`src/rtl/reg16_serial_reader_pkg.sv`:
```
// Shared definitions for the 16-bit register family: FSM encodings,
// default word width and a counter-width helper.
package reg16_serial_reader_pkg;

  localparam int DEFAULT_WIDTH = 16;

  typedef enum logic [1:0] {
    ST_IDLE  = 2'd0,
    ST_SHIFT = 2'd1,
    ST_DONE  = 2'd2
  } state_e;

  // Width of a counter that must hold 0..n-1; never narrower than one bit.
  function automatic int cnt_width(input int n);
    return (n > 1) ? $clog2(n) : 1;
  endfunction

endpackage

```
`src/rtl/reg16_serial_reader_if.sv`:
```
// Bundle of the parallel-in / serial-out signals around the reader.
// The master side owns the request and source word, the slave side is
// the reader itself.
interface reg16_serial_reader_if
  import reg16_serial_reader_pkg::*;
#(
  parameter int WIDTH = DEFAULT_WIDTH
);
  localparam int IDXW = $clog2(WIDTH);

  logic [WIDTH-1:0] q_in;
  logic             start;
  logic             sout;
  logic             sout_valid;
  logic [IDXW-1:0]  bit_idx;
  logic             busy;
  logic             done;

  modport master (
    output q_in, start,
    input  sout, sout_valid, bit_idx, busy, done
  );

  modport slave (
    input  q_in, start,
    output sout, sout_valid, bit_idx, busy, done
  );

endinterface

```
`src/rtl/reg16_serial_reader_bit_period_counter.sv`:
```
// Bit-period counter: counts 0..DIV-1 while enabled and flags the last
// cycle of each bit period. Wraps to 0 on its own at terminal count.
module reg16_serial_reader_bit_period_counter
  import reg16_serial_reader_pkg::*;
#(
  parameter int DIV = 1
) (
  input  logic clk,
  input  logic rst,
  input  logic clear_i,
  input  logic en_i,
  output logic tc_o
);
  localparam int CW = cnt_width(DIV);
  localparam logic [CW-1:0] TC_VAL = CW'(DIV - 1);

  logic [CW-1:0] div_cnt_q, div_cnt_d;

  assign tc_o = (div_cnt_q == TC_VAL);

  // Next count: clear has priority, otherwise step and wrap at terminal count.
  always_comb begin
    div_cnt_d = div_cnt_q;
    if (clear_i) begin
      div_cnt_d = '0;
    end else if (en_i) begin
      div_cnt_d = tc_o ? '0 : div_cnt_q + CW'(1);
    end
  end

  // Count register with asynchronous clear.
  always_ff @(posedge clk or posedge rst) begin
    if (rst) begin
      div_cnt_q <= '0;
    end else begin
      div_cnt_q <= div_cnt_d;
    end
  end

endmodule

```
`src/rtl/reg16_serial_reader.sv`:
```
// Serial reader for the load register: on start it snapshots q_in and
// shifts the snapshot out one bit per DIV-cycle period, then pulses done.
module reg16_serial_reader
  import reg16_serial_reader_pkg::*;
#(
  parameter int WIDTH     = DEFAULT_WIDTH,
  parameter int DIV       = 1,
  parameter bit MSB_FIRST = 1'b1
) (
  input  logic                 clk,
  input  logic                 rst,
  reg16_serial_reader_if.slave bus
);
  localparam int IDXW = $clog2(WIDTH);
  localparam logic [IDXW-1:0] FIRST_IDX = MSB_FIRST ? IDXW'(WIDTH - 1) : '0;
  localparam logic [IDXW-1:0] LAST_CNT  = IDXW'(WIDTH - 1);

  state_e           state_q, state_d;
  logic [WIDTH-1:0] snap_q, snap_d;
  logic [IDXW-1:0]  bit_cnt_q, bit_cnt_d;
  logic [IDXW-1:0]  bit_idx_q, bit_idx_d;
  logic             sout_q, sout_d;
  logic             sout_valid_q, sout_valid_d;
  logic             busy_q, busy_d;
  logic             done_q, done_d;

  logic [IDXW-1:0]  next_idx;
  logic             last_bit;
  logic             div_clr;
  logic             div_en;
  logic             div_tc;

  assign last_bit = (bit_cnt_q == LAST_CNT);
  assign next_idx = MSB_FIRST ? (bit_idx_q - IDXW'(1)) : (bit_idx_q + IDXW'(1));

  // Holding the counter at zero outside SHIFT gives the first bit a full period.
  assign div_clr = (state_q != ST_SHIFT);
  assign div_en  = (state_q == ST_SHIFT);

  reg16_serial_reader_bit_period_counter #(
    .DIV (DIV)
  ) u_bit_period_counter (
    .clk     (clk),
    .rst     (rst),
    .clear_i (div_clr),
    .en_i    (div_en),
    .tc_o    (div_tc)
  );

  // FSM state register.
  always_ff @(posedge clk or posedge rst) begin
    if (rst) begin
      state_q <= ST_IDLE;
    end else begin
      state_q <= state_d;
    end
  end

  // FSM next state: start only matters in IDLE; DONE lasts one cycle.
  always_comb begin
    state_d = state_q;
    case (state_q)
      ST_IDLE:  if (bus.start) state_d = ST_SHIFT;
      ST_SHIFT: if (div_tc && last_bit) state_d = ST_DONE;
      ST_DONE:  state_d = ST_IDLE;
      default:  state_d = ST_IDLE;
    endcase
  end

  // Next values of the snapshot, bit counter and registered outputs.
  always_comb begin
    snap_d       = snap_q;
    bit_cnt_d    = bit_cnt_q;
    bit_idx_d    = bit_idx_q;
    sout_d       = sout_q;
    sout_valid_d = sout_valid_q;
    busy_d       = busy_q;
    done_d       = done_q;
    case (state_q)
      ST_IDLE: begin
        bit_cnt_d    = '0;
        bit_idx_d    = '0;
        sout_d       = 1'b0;
        sout_valid_d = 1'b0;
        busy_d       = 1'b0;
        done_d       = 1'b0;
        if (bus.start) begin
          snap_d       = bus.q_in;
          bit_idx_d    = FIRST_IDX;
          sout_d       = bus.q_in[FIRST_IDX];
          sout_valid_d = 1'b1;
          busy_d       = 1'b1;
        end
      end
      ST_SHIFT: begin
        if (div_tc) begin
          if (!last_bit) begin
            bit_cnt_d = bit_cnt_q + IDXW'(1);
            bit_idx_d = next_idx;
            sout_d    = snap_q[next_idx];
          end else begin
            bit_idx_d    = '0;
            sout_d       = 1'b0;
            sout_valid_d = 1'b0;
            done_d       = 1'b1;
          end
        end
      end
      ST_DONE: begin
        bit_cnt_d = '0;
        done_d    = 1'b0;
        busy_d    = 1'b0;
      end
      default: begin
        bit_cnt_d    = '0;
        bit_idx_d    = '0;
        sout_d       = 1'b0;
        sout_valid_d = 1'b0;
        busy_d       = 1'b0;
        done_d       = 1'b0;
      end
    endcase
  end

  // Snapshot, bit counter and output registers.
  always_ff @(posedge clk or posedge rst) begin
    if (rst) begin
      snap_q       <= '0;
      bit_cnt_q    <= '0;
      bit_idx_q    <= '0;
      sout_q       <= 1'b0;
      sout_valid_q <= 1'b0;
      busy_q       <= 1'b0;
      done_q       <= 1'b0;
    end else begin
      snap_q       <= snap_d;
      bit_cnt_q    <= bit_cnt_d;
      bit_idx_q    <= bit_idx_d;
      sout_q       <= sout_d;
      sout_valid_q <= sout_valid_d;
      busy_q       <= busy_d;
      done_q       <= done_d;
    end
  end

  assign bus.sout       = sout_q;
  assign bus.sout_valid = sout_valid_q;
  assign bus.bit_idx    = bit_idx_q;
  assign bus.busy       = busy_q;
  assign bus.done       = done_q;

endmodule

```
`src/flat_wrapper.sv`:
```
// flat-port wrapper written by rule: the top's interface ports become plain ports
module reg16_serial_reader_flat import reg16_serial_reader_pkg::*;
#(
  parameter int WIDTH     = DEFAULT_WIDTH,
  parameter int DIV       = 1,
  parameter bit MSB_FIRST = 1'b1
)
  (clk, rst, bus_q_in, bus_start, bus_sout, bus_sout_valid, bus_bit_idx, bus_busy, bus_done);
  reg16_serial_reader_if #(.WIDTH(WIDTH)) bus_i ();
  input  logic clk;
  input  logic rst;
  input wire logic [$bits(bus_i.q_in)-1:0] bus_q_in;
  input wire logic [$bits(bus_i.start)-1:0] bus_start;
  output wire logic [$bits(bus_i.sout)-1:0] bus_sout;
  output wire logic [$bits(bus_i.sout_valid)-1:0] bus_sout_valid;
  output wire logic [$bits(bus_i.bit_idx)-1:0] bus_bit_idx;
  output wire logic [$bits(bus_i.busy)-1:0] bus_busy;
  output wire logic [$bits(bus_i.done)-1:0] bus_done;
  assign bus_i.q_in = bus_q_in;
  assign bus_i.start = bus_start;
  assign bus_sout = bus_i.sout;
  assign bus_sout_valid = bus_i.sout_valid;
  assign bus_bit_idx = bus_i.bit_idx;
  assign bus_busy = bus_i.busy;
  assign bus_done = bus_i.done;
  reg16_serial_reader #(.WIDTH(WIDTH), .DIV(DIV), .MSB_FIRST(MSB_FIRST)) u_core (.clk(clk), .rst(rst), .bus(bus_i));
endmodule
```
`config.mk`:
```
export PLATFORM = sky130hd
export DESIGN_NAME = reg16_serial_reader_flat
export DESIGN_NICKNAME = d
export VERILOG_FILES = /design/src/rtl/reg16_serial_reader_pkg.sv /design/src/rtl/reg16_serial_reader_if.sv /design/src/rtl/reg16_serial_reader_bit_period_counter.sv /design/src/rtl/reg16_serial_reader.sv /design/src/flat_wrapper.sv
export SDC_FILE = /design/constraint.sdc
export NUM_CORES = 1
export LEC_CHECK = 0
export BUFFER_PORTS_ARGS = -buffer_cell sky130_fd_sc_hd__buf_4
export CORE_ASPECT_RATIO = 1.1
export CORE_UTILIZATION = 25
export CTS_BUF_LIST = sky130_fd_sc_hd__clkbuf_4 sky130_fd_sc_hd__clkbuf_8 sky130_fd_sc_hd__clkbuf_16
export CTS_CLUSTER_SIZE = 14
export DETAILED_ROUTE_END_ITERATION = 12
export GPL_TIMING_DRIVEN = 1
export PLACE_DENSITY_LB_ADDON = 0.08
export SETUP_SLACK_MARGIN = 0.5
export SYNTH_ARGS = -nofsm -noshare
export SYNTH_HDL_FRONTEND = slang
export SYNTH_SLANG_ARGS = --single-unit
```
`constraint.sdc`:
```
create_clock -name clk -period 1.71 [get_ports clk]
set_input_delay 0.342 -clock clk [delete_from_list [all_inputs] [get_ports clk]]
set_output_delay 0.342 -clock clk [all_outputs]
set_load 0.02 [all_outputs]
```
==> results of run 1 <==
==> cell type report <==
cell class                 instances  share of cell area (%)
clock buffer                       7                    4.10
clock inverter                     1                   0.228
inverter                           6                    1.02
multi-input combinational         71                    35.9
sequential                        30                    34.4
tap                               75                    4.27
timing repair buffer              49                    20.1
==> kinds of logic (layout without fill, tap and decap cells) <==
| kind of cell | Yosys count | count (layout) | share of synthesized area, % |
|---|---|---|---|
| and+or+nand+nor | 26 | 26 | 9.11 |
| DFF | 30 | 30 | 52.5 |
| AOI/OAI and AO/OA | 17 | 17 | 7.44 |
| buffers and inverters | 11 | 63 | 4.38 |
| xor gates and xnor gates | 3 | 3 | 2.36 |
| adders and majority gates | 2 | 2 | 1.75 |
| muxes | 23 | 23 | 22.4 |
==> placed cells by master (no fill, tap or decap), types with 3 or more instances in the layout <==
master	netlist	routed
sky130_fd_sc_hd__mux4_1	4	3
sky130_fd_sc_hd__o21ai_0	5	4
sky130_fd_sc_hd__inv_1	6	3
sky130_fd_sc_hd__buf_6	2	6
sky130_fd_sc_hd__dfrtp_2	0	4
sky130_fd_sc_hd__nand2_1	8	7
sky130_fd_sc_hd__inv_2	0	3
sky130_fd_sc_hd__buf_4	1	39
sky130_fd_sc_hd__clkbuf_8	0	6
sky130_fd_sc_hd__a21oi_1	5	5
sky130_fd_sc_hd__nor2b_4	0	3
sky130_fd_sc_hd__dfrtp_1	30	26
sky130_fd_sc_hd__mux2_4	1	17
sky130_fd_sc_hd__nor2_1	5	5
==> state kept, by name (all words and copies together), names as in the netlist <==
register               count
u_core.bus.done            1
u_core.state_q             2
u_core.bus.sout_valid      1
u_core.bus.sout            1
u_core.bit_cnt_q           4
u_core.bus.busy            1
u_core.bus.bit_idx         4
u_core.snap_q             16
==> worst max path at each step <==
stage,endpoint,slack [ps],cells past startpoint
after global placement,u_core.bus.sout,90,6
after global routing,u_core.bus.sout,3,6
after CTS,u_core.bus.sout,90,6
final,u_core.bus.sout,100,6
after detailed placement,u_core.bus.sout,80,6
after floorplan,u_core.bus.sout,-100,7
==> per-stage QoR <==
stage	std cells	area [µm²]
6_report	239	2200
5_1_grt	239	2200
4_1_cts	230	2070
3_5_place_dp	215	1820
3_3_place_gp	215	1820
2_1_floorplan	112	1510
==> routing by layer <==
layer  vias to the layer above  share of wire (%)
met4                         0                1.1
met5                         -                  0
met3                         5                4.6
li1                        500                  -
met1                       537                 45
met2                        23                 49
==> critical path: stages, from the launching register on <==
cell and delay (ps):
sky130_fd_sc_hd__dfrtp_2 370, sky130_fd_sc_hd__inv_2 40, sky130_fd_sc_hd__ha_4 260, sky130_fd_sc_hd__mux4_2 480
sky130_fd_sc_hd__mux2i_1 140, sky130_fd_sc_hd__mux2_4 160, sky130_fd_sc_hd__o22ai_2 50
==> power by group through the flow <==
stage,sequential (µW),clock [µW],combinational [µW]
finish,1360,598,2350
global route,1400,663,2530
CTS,1350,624,2140
detailed placement,1330,0,1890
global placement,1330,0,1850
floorplan,1370,0,1360
==> what timing repair did <==
action / in CTS / in global routing
resized for setup: 22 / 9
endpoints found under the setup margin: 31 / 27
pin swaps: 2 / 2
cloned: 1 / 0
setup buffers: 6 / 9
==> results, run 1 <==
- The flow ran to the end, and the final reports show no timing, DRC or antenna violations.
- The post-detailed-routing wire length is 3290 µm.
- The number of cell instances on the worst register-to-register path is 6.
- The shortest clock period the worst path allows after layout is between 1500 and 2000 ps.
- Of the synthesized area, sequential elements account for between 50% and 60%.
- For this design the static power due to leakage is approximately 0.001 µW.
- The leading register cell type out of synthesis is sky130_fd_sc_hd__dfrtp_1.
- The row count is 28.
- For this run, the top clock speed supported by timing is 621 MHz.
- After synthesis, the mean cell area works out to 12.8 µm².
- The global-route met2 utilization is between 15 and 20%.
- The cell count after synthesis is 112.
- The horizontal extent of the die is 74.1 µm.
- Clock tree synthesis found a total of 30 sinks.
- The power density over the cells is 1960 nW/µm².
- Across the routed clock network, the largest skew measured is 7.91 ps.
- By instance count, the leading cell after synthesis is sky130_fd_sc_hd__dfrtp_1.
- The worst-path maximum fanout is 2.
- STA classifies the critical path endpoint as a flop.
- Setup violations remaining at the end of the flow were counted as 0.
- The count of flip-flops with a built-in enable after synthesis is 0.
- The growth of design area from synthesis to finish is 53.9%.
- Sequential cells account for around a third of the total power.
- The kind of launch point of the worst setup path is a flop.
- The total routing resource utilization after global routing is 11.9%.
- The CTS buffer count is 5.
- The post-synth design cell area is 1430 µm².
- The total power consumption of the routed design is 4300 µW.
- The post-layout worst setup margin is 98.4 ps.
- The arrival time at the worst endpoint is ~1800 ps.
- The worst hold slack is 142 ps.
- The area of the placeable core is 5430 µm².
- The fraction of layout instances using a drive strength above 1 is between 50% and 60%.
- Summed over its instances, the top area cell type makes up 52.5% of the synthesized netlist area.
- The synthesized netlist net count is roughly 130.
- The total of flip-flops plus latches after synthesis is 30.
- The clock tree synthesis step divided the H-tree into 2 levels.
- For the pin with the worst max-slew slack, the measured transition is between 300 and 400 ps.
- The HPWL after detailed placement is approximately 2200 µm.
- The number of port buffers is 26.
- The number of global-route vias before repair is 976.
- The share of the clock period used by the worst path is 94.2%.
- Buffers inserted to repair hold after CTS numbered 0.
- The setup path with the least slack is of type reg2reg.
- Clock tree synthesis selected as its root buffer the cell sky130_fd_sc_hd__clkbuf_8.
- For this run, the number of Yosys warnings is 0.
- The maximum number of pins on one net before global-route repair is 31.
- Data on the critical path is required at its endpoint by approximately 1900 ps.
- The number of failing hold endpoints at the final stage was 0.
- The number of inserted filler cells in the final layout is 518.
- The most congested layer reported by global routing is met2.
- The async set-reset flop share out of synthesis is 100%.
- The reported net switching power is 1450 µW.
- In this run switching power makes up 33.6% of total power.
- The register-to-register setup slack is just under 100 ps.
- The initial antenna violation count was 0.
- Routability-driven placement finished with a final weighted congestion of between 0.7 and 0.8.
- The setup slack after placement is 81.7 ps.
- The number of pins with negative max-slew slack in the final report is 0.
- Once detail routing completed, the nets flagged for antenna violations numbered 0.
- The total die area is 6020 µm².
- The worst register-to-register path ends at u_core.bus.sout.
- The maximum vdd ir drop is 0.603 mV.
- The CTS tree is done.
- Dividing the detail-routed via count by the number of cells gives ~4.5.
- Sorting the synthesized cells by area gives the leading types as sky130_fd_sc_hd__dfrtp_1 53%, sky130_fd_sc_hd__mux2_2 7.9%, sky130_fd_sc_hd__mux4_1 7.4%.
- The path class of the tightest hold or removal check is in2async.
- 0 antenna diodes ended up in the layout.
- The number of buffers on the longest clock path is 2.
- The die extent in y is 81.3 µm.
- Summing all multi-input logic gate instances after layout gives 788 µm².
- The net count of the finished layout is about 180.
- The initial utilization of the core area, before any placement, comes to between 20% and 30%.
- The commonest cells after synthesis are 30 x sky130_fd_sc_hd__dfrtp_1, 10 x sky130_fd_sc_hd__mux2_2, 8 x sky130_fd_sc_hd__nand2_1.
- The global-route wire length before repair is 5130 µm.
- In this run the tightest slew margin relative to its limit is 74.7%.
- Clock latency on the worst-skew pair, taken at its later pin, is 280 ps.
- The routing usage on met3 is 4.22%.
- For met1 alone, demand over resource in global routing was between 10% and 20%.
- The worst register-to-register path begins at u_core.bus.bit_idx[1].
- The critical path starts at u_core.bus.bit_idx[1].
- After synthesis, the netlist uses 30 different library cells.
- The overall via count from detail_route is 1,065.
- Of the total power, the clock network draws 13.9%.
- The portion of total power attributed to combinational logic is 54.6%.
- The count of boundary I/O pins is 27.
- The clock transition at the registers of the reported paths is 70 ps.
- Across the run, the number of max-cap violations was 0.
- The sum of negative setup slack is 0 ps.
- Setup repair after global routing could not meet its margin everywhere.
- The detail-routed net length per standard cell is 13.8 µm.
- The internal power component is 2850 µW.
- In the routed design, unresolved DRC markers number 0.
- The total iterations of the first detailed-routing run is 4.
- The cell accounting for the most synthesized area is sky130_fd_sc_hd__dfrtp_1.
- The register cell area after layout is approximately 760 µm².
- The share of the core filled with cells in the final layout is between 40% and 50%.
- Summed over all layers, the global routing overflow is 0.
- The detailed router finished its first iteration with 38 violations.
No activity file was read; power rests on OpenSTA's default activity.
==> run 2, diff against run 1 <==
--- a/config.mk
+++ b/config.mk
@@ -6,7 +6,7 @@
 export NUM_CORES = 1
 export LEC_CHECK = 0
 export BUFFER_PORTS_ARGS = -buffer_cell sky130_fd_sc_hd__buf_4
-export CORE_ASPECT_RATIO = 1.1
+export CORE_ASPECT_RATIO = 1.2
 export CORE_UTILIZATION = 25
 export CTS_BUF_LIST = sky130_fd_sc_hd__clkbuf_4 sky130_fd_sc_hd__clkbuf_8 sky130_fd_sc_hd__clkbuf_16
 export CTS_CLUSTER_SIZE = 14
==> run 2 against run 1 <==
Net effect: the flow now finishes with violations (DRC); flip-flop and latch count unchanged; register-to-register slack worse by 20 ps; count of clock-buffer cells in the layout increased by 1; cell area down 4.2%; sequential share of layout area increased by 1.5 points; wire length grew 0.15%; non-clock buffer count is 6 lower; first-iteration DRC count fell by 2.6%; die area hardly changed; largest cell class unchanged; largest power group unchanged; highest routed layer unchanged.
==> results, run 2 (synthesis gave the netlist of run 1 again) <==
- The HPWL after detailed placement was 2190 µm (was 2220 µm).
- The number of failing hold endpoints at the final stage is 0 (unchanged).
- The initial cell density of the core is 26.4% (was 26.3%).
- The setup slack after placement is 51.9 ps (was 81.7 ps).
- The reported max-cap violation count came to 0 (unchanged).
- The met1 usage is 16.3% (was 15.9%).
- The power density over the cells came to 1970 nW/µm² (was 1960 nW/µm²).
- The combined area of the multi-input logic cells came to 777 µm² (was 788 µm²).
- The maximum number of pins on one net before global-route repair is 31 (unchanged).
- Commonest non-fill, non-tap cells in the layout: 36 x sky130_fd_sc_hd__buf_4, 26 x sky130_fd_sc_hd__dfrtp_1, 17 x sky130_fd_sc_hd__mux2_4 (was 39 x sky130_fd_sc_hd__buf_4, 26 x sky130_fd_sc_hd__dfrtp_1, 17 x sky130_fd_sc_hd__mux2_4).
- The worst hold slack is 146 ps (was 142 ps).
- The count of boundary I/O pins is 27 (unchanged).
- The number of vias per cell after detailed routing is 4.62 (was 4.46).
- The count of nets after finishing is 178 (was 184).
- The stage delay of the slowest cell on the critical path is 490 ps (was 480 ps).
- The share of the clock period used by the worst path is 95.3% (was 94.2%).
- The total routing resource utilization after global routing is 12.2% (was 11.9%).
- The static leakage power is 0.000963 µW (was 0.00100 µW).
- CP Cell Sequence: inv_2 > ha_4 > mux4_2 > mux2i_1 > mux2_4 > o22ai_2 (unchanged).
- The number of DRC violations after detailed-routing iteration 0 is 37 (was 38).
- The most congested layer reported by global routing is met2 (unchanged).
- The clock root buffer is sky130_fd_sc_hd__clkbuf_8 (unchanged).
- The clock transition at the registers of the reported paths came to 70 ps (about the same).
- The achievable frequency came to 614 MHz (was 621 MHz).
- The fraction of layout instances using a drive strength above 1 is 57.6% (was 59.8%).
- The most frequent standard cell in the layout excluding fill and tap cells is sky130_fd_sc_hd__buf_4 (unchanged).
- The global-route met2 utilization was 18.3% (was 17.4%).
- The post-detailed-routing wire length is 3300 µm (was 3290 µm).
- The antenna diode instance count is 0 (unchanged).
- The global route total overflow came to 0 (unchanged).
- The final worst clock skew came to 6.87 ps (was 7.91 ps).
- The global-route wire length before repair is 5480 µm (was 5130 µm).
- The post-layout worst setup margin is 80.9 ps (was 98.4 ps).
- The H-tree depth is 2 (unchanged).
- The CTS buffer count came to 5 (unchanged).
- The area of the placeable core was 5410 µm² (was 5430 µm²).
- The arrival time at the worst endpoint was 1800 ps (was 1780 ps).
- The total die area came to 6020 µm² (about the same).
- The worst-path maximum fanout is 2 (unchanged).
- The row count came to 29 (was 28).
- The critical path class is reg2reg (unchanged).
- The number of global-route vias before repair was 1,086 (was 976).
- The checks that failed: DRC.
- The die extent in y is 84.8 µm (was 81.3 µm).
- The total iterations of the first detailed-routing run was 11 (was 4).
- The master of the slowest instance on the critical path is sky130_fd_sc_hd__mux4_2 (unchanged).
- The number of clock sinks seen by CTS is 30 (unchanged).
- The share of the core filled with cells in the final layout is 39.0% (was 40.5%).
- The type of element capturing the critical path was a flop (unchanged).
- Result of the run: complete, but fails checks (was complete, no violations).
- The horizontal extent of the die came to 71.0 µm (was 74.1 µm).
- The max-slew headroom at the worst pin is 73.9% (was 74.7%).
- The residual DRC count is 2 (was 0).
- The routing usage on met3 is 3.56% (was 4.22%).
- The transition at the pin with the smallest max-transition slack is 391 ps (was 380 ps).
- The number of buffers on the longest clock path came to 2 (unchanged).
- The number of pins with negative max-slew slack in the final report was 0 (unchanged).
- The detail-routed net length per standard cell is 15.0 µm (was 13.8 µm).
- The register with the highest flop count is u_core.snap_q (unchanged).
- The filler-free cell count of the finished design is 220 (was 239).
- The routability-driven placement congestion ratio is 0.716 (was 0.733).
- The final number of setup-violating endpoints was 0 (unchanged).
- The kind of launch point of the worst setup path is a flop (unchanged).
- RSZ-0062 raised after global routing: true (unchanged).
- The CTS tree is done (unchanged).
- The maximum vdd ir drop is 0.546 mV (was 0.603 mV).
- The clock latency at the later pin of the worst-skew pair is 280 ps (about the same).
- The hold buffer count at cts was 0 (unchanged).
- The growth of design area from synthesis to finish was 47.5% (was 53.9%).
- The count of placed standard cells including taps is 202 (was 215).
- The shortest clock period the worst path allows after layout is 1630 ps (was 1610 ps).
- The number of port buffers came to 26 (unchanged).
- The register cell area after layout is 756 µm² (unchanged).
- The number of nets still failing antenna checks after routing came to 0 (unchanged).
- The type of the tightest min-delay check is in2async (unchanged).
- The initial antenna violation count is 0 (unchanged).
- The flip-flop count of the largest register after layout is 16 (unchanged).
- The required time of the critical path came to 1880 ps (about the same).
- The number of inserted filler cells in the final layout is 527 (was 518).
- The overall via count from detail_route is 1,017 (was 1,065).
## run 2: changes by cell type in the layout (fill, tap and decap cells not counted), sizes merged
cell,change
clkinv,-1
clkbuf,+1
buf,-6
## run 2: layer usage
metal	share of wire [%]	vias up	wire length, µm
li1	-	490	-
met1	47	501	1550
met2	48	20	1570
met3	3.9	6	127
met4	1.6	0	52
met5	0	-	0
## run 2: repair_timing
action                                  CTS  global route
cloned                                    1             0
endpoints found under the setup margin   30            28
setup buffers                             4             5
gates resized for setup                  19             8
pin swaps                                 2             3
## run 2: worst paths after layout
check                           cells past startpoint  slack, ps                   from               endpoint
worst min register to register                      2        480        u_core.bus.busy        u_core.bus.busy
worst max register to register                      6         80  u_core.bus.bit_idx[0]        u_core.bus.sout
min in group clk                                    2        290            bus_q_in[7]       u_core.snap_q[7]
worst max-delay path                                6         80  u_core.bus.bit_idx[0]        u_core.bus.sout
max in group asynchronous                           3       1260                    rst  u_core.bus.bit_idx[1]
worst min-delay path                                3        150                    rst       u_core.snap_q[1]
## run 2: final cells by class
class	instances	area share, %
Multi-Input combinational cell	71	36.9
Clock buffer	8	4.33
Tap cell	62	3.68
Inverter	6	1.07
Sequential cell	30	35.9
Timing Repair Buffer	43	18.2
## run 2: critical path, delay by kind of cell (launching register included)
kind                     cells  cell delay, ps
AO/OA/AOI/OAI                1              50
buffers and inverters        1              40
adder cells (fa/ha/maj)      1             260
flip-flops                   1             370
multiplexers                 3             800
## run 2: report_power, final
group	switching [µW]	internal [µW]	leakage, µW	total (µW)
logic	873	1340	0.000558	2220
registers	280	1080	0.000355	1360
clock network	252	336	0.0000498	588
## run 2: metrics by stage
step / setup TNS [ps] / area (µm²) / total power (µW)
6_report: 0 / 2110 / 4160
5_1_grt: 0 / 2110 / 4450
4_1_cts: 0 / 2030 / 4070
3_5_place_dp: 0 / 1800 / 3210
3_3_place_gp: 0 / 1800 / 3190
2_1_floorplan: -96.9 / 1510 / 2730
==> run 3, diff against run 2 <==
==> constraint.sdc (replaced) <==
create_clock -name clk -period 1.8 [get_ports clk]
set_input_delay 0.36 -clock clk [delete_from_list [all_inputs] [get_ports clk]]
set_output_delay 0.36 -clock clk [all_outputs]
set_load 0.1 [all_outputs]
==> run 3 against run 2 <==
Net effect: the run still ends with DRC left; die area unchanged; count of clock-buffer cells in the layout decreased by 1; wire length down 5.3%; non-clock buffer count down 2; critical endpoint unchanged; highest routed layer unchanged.
==> results, run 3 (synthesis gave the netlist of run 1 again) <==
- The maximum number of pins on one net before global-route repair is 31 (unchanged).
- The H-tree depth is 2 (unchanged).
- RSZ-0062 raised after global routing: true (unchanged).
- The residual DRC count is 2 (unchanged).
- The arrival time at the worst endpoint came to 1820 ps (was 1800 ps).
- The number of buffers on the longest clock path was 2 (unchanged).
- The row count is 29 (unchanged).
- The hold buffer count at cts is 0 (unchanged).
- The type of the tightest min-delay check is in2async (unchanged).
- The global-route wire length before repair is 5130 µm (was 5480 µm).
- The setup slack after placement was 75.2 ps (was 51.9 ps).
- The number of clock sinks seen by CTS was 30 (unchanged).
- CP Cell Sequence: buf_4 > mux4_1 > mux2i_1 > mux2_4 > o22ai_2 (was inv_2 > ha_4 > mux4_2 > mux2i_1 > mux2_4 > o22ai_2).
- The number of failing hold endpoints at the final stage is 0 (unchanged).
- The horizontal extent of the die is 71.0 µm (unchanged).
- The share of the clock period used by the worst path came to 92.5% (was 95.3%).
- The initial antenna violation count is 0 (unchanged).
- The CTS tree is done (unchanged).
- The most frequent standard cell in the layout excluding fill and tap cells is sky130_fd_sc_hd__buf_4 (unchanged).
- The register-to-register setup slack came to 140 ps (was 80 ps).
- The critical path class is reg2reg (unchanged).
- The fraction of layout instances using a drive strength above 1 is 55.1% (was 57.6%).
- The area of the placeable core is 5410 µm² (unchanged).
- The die extent in y is 84.8 µm (unchanged).
- The number of DRC violations after detailed-routing iteration 0 came to 37 (unchanged).
- The number of pins with negative max-slew slack in the final report is 0 (unchanged).
- The initial cell density of the core was 26.4% (unchanged).
- The overall via count from detail_route came to 1,010 (was 1,017).
- The worst hold slack is 158 ps (was 146 ps).
- Result of the run: complete, but fails checks (unchanged).
- The destination of the worst register-to-register timing path is u_core.bus.sout (unchanged).
- The max-slew headroom at the worst pin is 73.9% (about the same).
- The total die area came to 6020 µm² (unchanged).
- The total iterations of the first detailed-routing run was 8 (was 11).
- The detail-routed net length per standard cell was 14.3 µm (was 15.0 µm).
- Failing checks: DRC (unchanged).
- The number of vias per cell after detailed routing was 4.63 (was 4.62).
- The power density over the cells is 2160 nW/µm² (was 1970 nW/µm²).
- The master of the slowest instance on the critical path was sky130_fd_sc_hd__mux4_1 (was sky130_fd_sc_hd__mux4_2).
- The CTS buffer count was 5 (unchanged).
- The kind of launch point of the worst setup path is a flop (unchanged).
- The required time of the critical path came to 1960 ps (was 1880 ps).
- The number of nets still failing antenna checks after routing came to 0 (unchanged).
- The register with the highest flop count was u_core.snap_q (unchanged).
- The clock transition at the registers of the reported paths came to 70 ps (about the same).
- The achievable frequency is 601 MHz (was 614 MHz).
- The type of element capturing the critical path was a flop (unchanged).
- The stage delay of the slowest cell on the critical path is 570 ps (was 490 ps).
- The static leakage power came to 0.000971 µW (was 0.000963 µW).
- The antenna diode instance count is 0 (unchanged).
- The routability-driven placement congestion ratio was 0.701 (was 0.716).
- The growth of design area from synthesis to finish came to 48.4% (was 47.5%).
- The flip-flop count of the largest register after layout was 16 (unchanged).
- The HPWL after detailed placement is 2130 µm (was 2190 µm).
- The clock latency at the later pin of the worst-skew pair is 280 ps (about the same).
- The maximum vdd ir drop is 0.794 mV (was 0.546 mV).
- The shortest clock period the worst path allows after layout is 1660 ps (was 1630 ps).
- The total routing resource utilization after global routing is 11.3% (was 12.2%).
- Commonest non-fill, non-tap cells in the layout: 28 x sky130_fd_sc_hd__buf_4, 25 x sky130_fd_sc_hd__dfrtp_1, 17 x sky130_fd_sc_hd__mux2_4 (was 36 x sky130_fd_sc_hd__buf_4, 26 x sky130_fd_sc_hd__dfrtp_1, 17 x sky130_fd_sc_hd__mux2_4).
- The transition at the pin with the smallest max-transition slack is 392 ps (was 391 ps).
- The number of inserted filler cells in the final layout came to 521 (was 527).
- The number of global-route vias before repair is 1,018 (was 1,086).
- The launch instance of the worst register-to-register path is u_core.bus.bit_idx[0] (unchanged).
- The worst-path maximum fanout is 8 (was 2).
- The final worst clock skew came to 2.40 ps (was 6.87 ps).
- The clock root buffer is sky130_fd_sc_hd__clkbuf_8 (unchanged).
- The post-layout worst setup margin is 136 ps (was 80.9 ps).
- The post-detailed-routing wire length was 3120 µm (was 3300 µm).
- The reported max-cap violation count was 0 (unchanged).
- The number of cell instances on the worst register-to-register path came to 5 (was 6).
- The final number of setup-violating endpoints is 0 (unchanged).
- The number of port buffers is 26 (unchanged).
- The count of nets after finishing is 176 (was 178).
- The count of boundary I/O pins is 27 (unchanged).
- The global route total overflow is 0 (unchanged).
[run 3: cell count changes in the layout (fill, tap and decap cells not counted), moves of 2 or more]
| cell | delta |
|---|---|
| sky130_fd_sc_hd__clkbuf_4 | -2 |
| sky130_fd_sc_hd__buf_12 | +3 |
| sky130_fd_sc_hd__buf_4 | -8 |
| sky130_fd_sc_hd__o21ai_0 | +2 |
| sky130_fd_sc_hd__o21ai_1 | -2 |
| sky130_fd_sc_hd__buf_6 | +2 |
| sky130_fd_sc_hd__dfrtp_4 | +2 |
[run 3: worst max-delay path by stage]
| stage | to | cells past startpoint | start |
|---|---|---|---|
| after floorplan | u_core.bus.sout | 7 | u_core.bus.bit_idx[0] |
| after global placement | u_core.bus.sout | 6 | u_core.bus.bit_idx[1] |
| after detailed placement | u_core.bus.sout | 6 | u_core.bus.bit_idx[1] |
| after CTS | u_core.bus.sout | 6 | u_core.bus.bit_idx[1] |
| after global routing | u_core.bus.sout | 6 | u_core.bus.bit_idx[0] |
| final | u_core.bus.sout | 5 | u_core.bus.bit_idx[0] |
[run 3: cell type report]
type	instances	area, µm²	area share, %
clock buffers	7	90.1	4.25
multi-input cells	71	743	35.0
flip-flops and latches	30	762	35.9
repair buffers	41	420	19.8
inverters	6	22.5	1.06
clock inverters	1	5.00	0.236
well taps	62	77.6	3.66
[run 3: critical path, delay by kind of cell, from the launching register on]
kind	cells	cell delay, ps
compound gates	1	50
buf+inv	1	200
flops	1	410
mux	3	880
[run 3: metal layers]
layer	global-route usage (%)	vias to the layer above	part of all wire, %
li1	-	488	-
met1	15.3	492	50
met2	17.1	24	45
met3	3.68	6	4.0
met4	3.82	0	1.3
met5	0	-	0
[run 3: where the power goes]
part           internal [µW]  switching, µW
sequential              1040            277
combinational           1350           1340
clock                    323            254
[run 3: what timing repair did]
item                                    in CTS  in global routing
endpoints found under the setup margin      30                 26
hold endpoints to repair                     0                  0
cloned                                       1                  0
pin swaps                                    1                  2
buffers inserted                             5                  4
resized for setup                           24                 11
[run 3: through the flow]
stage | area [µm²] | setup TNS (ps) | power [µW] | cells | util [%]
floorplan | 1520 | -233 | 3130 | 112 | -
global placement | 1790 | 0 | 3550 | 200 | 33.2
detailed placement | 1790 | 0 | 3590 | 200 | 33.2
CTS | 2030 | 0 | 4460 | 214 | 37.6
global route | 2120 | 0 | 4840 | 218 | 39.2
finish | 2120 | 0 | 4580 | 218 | 39.2
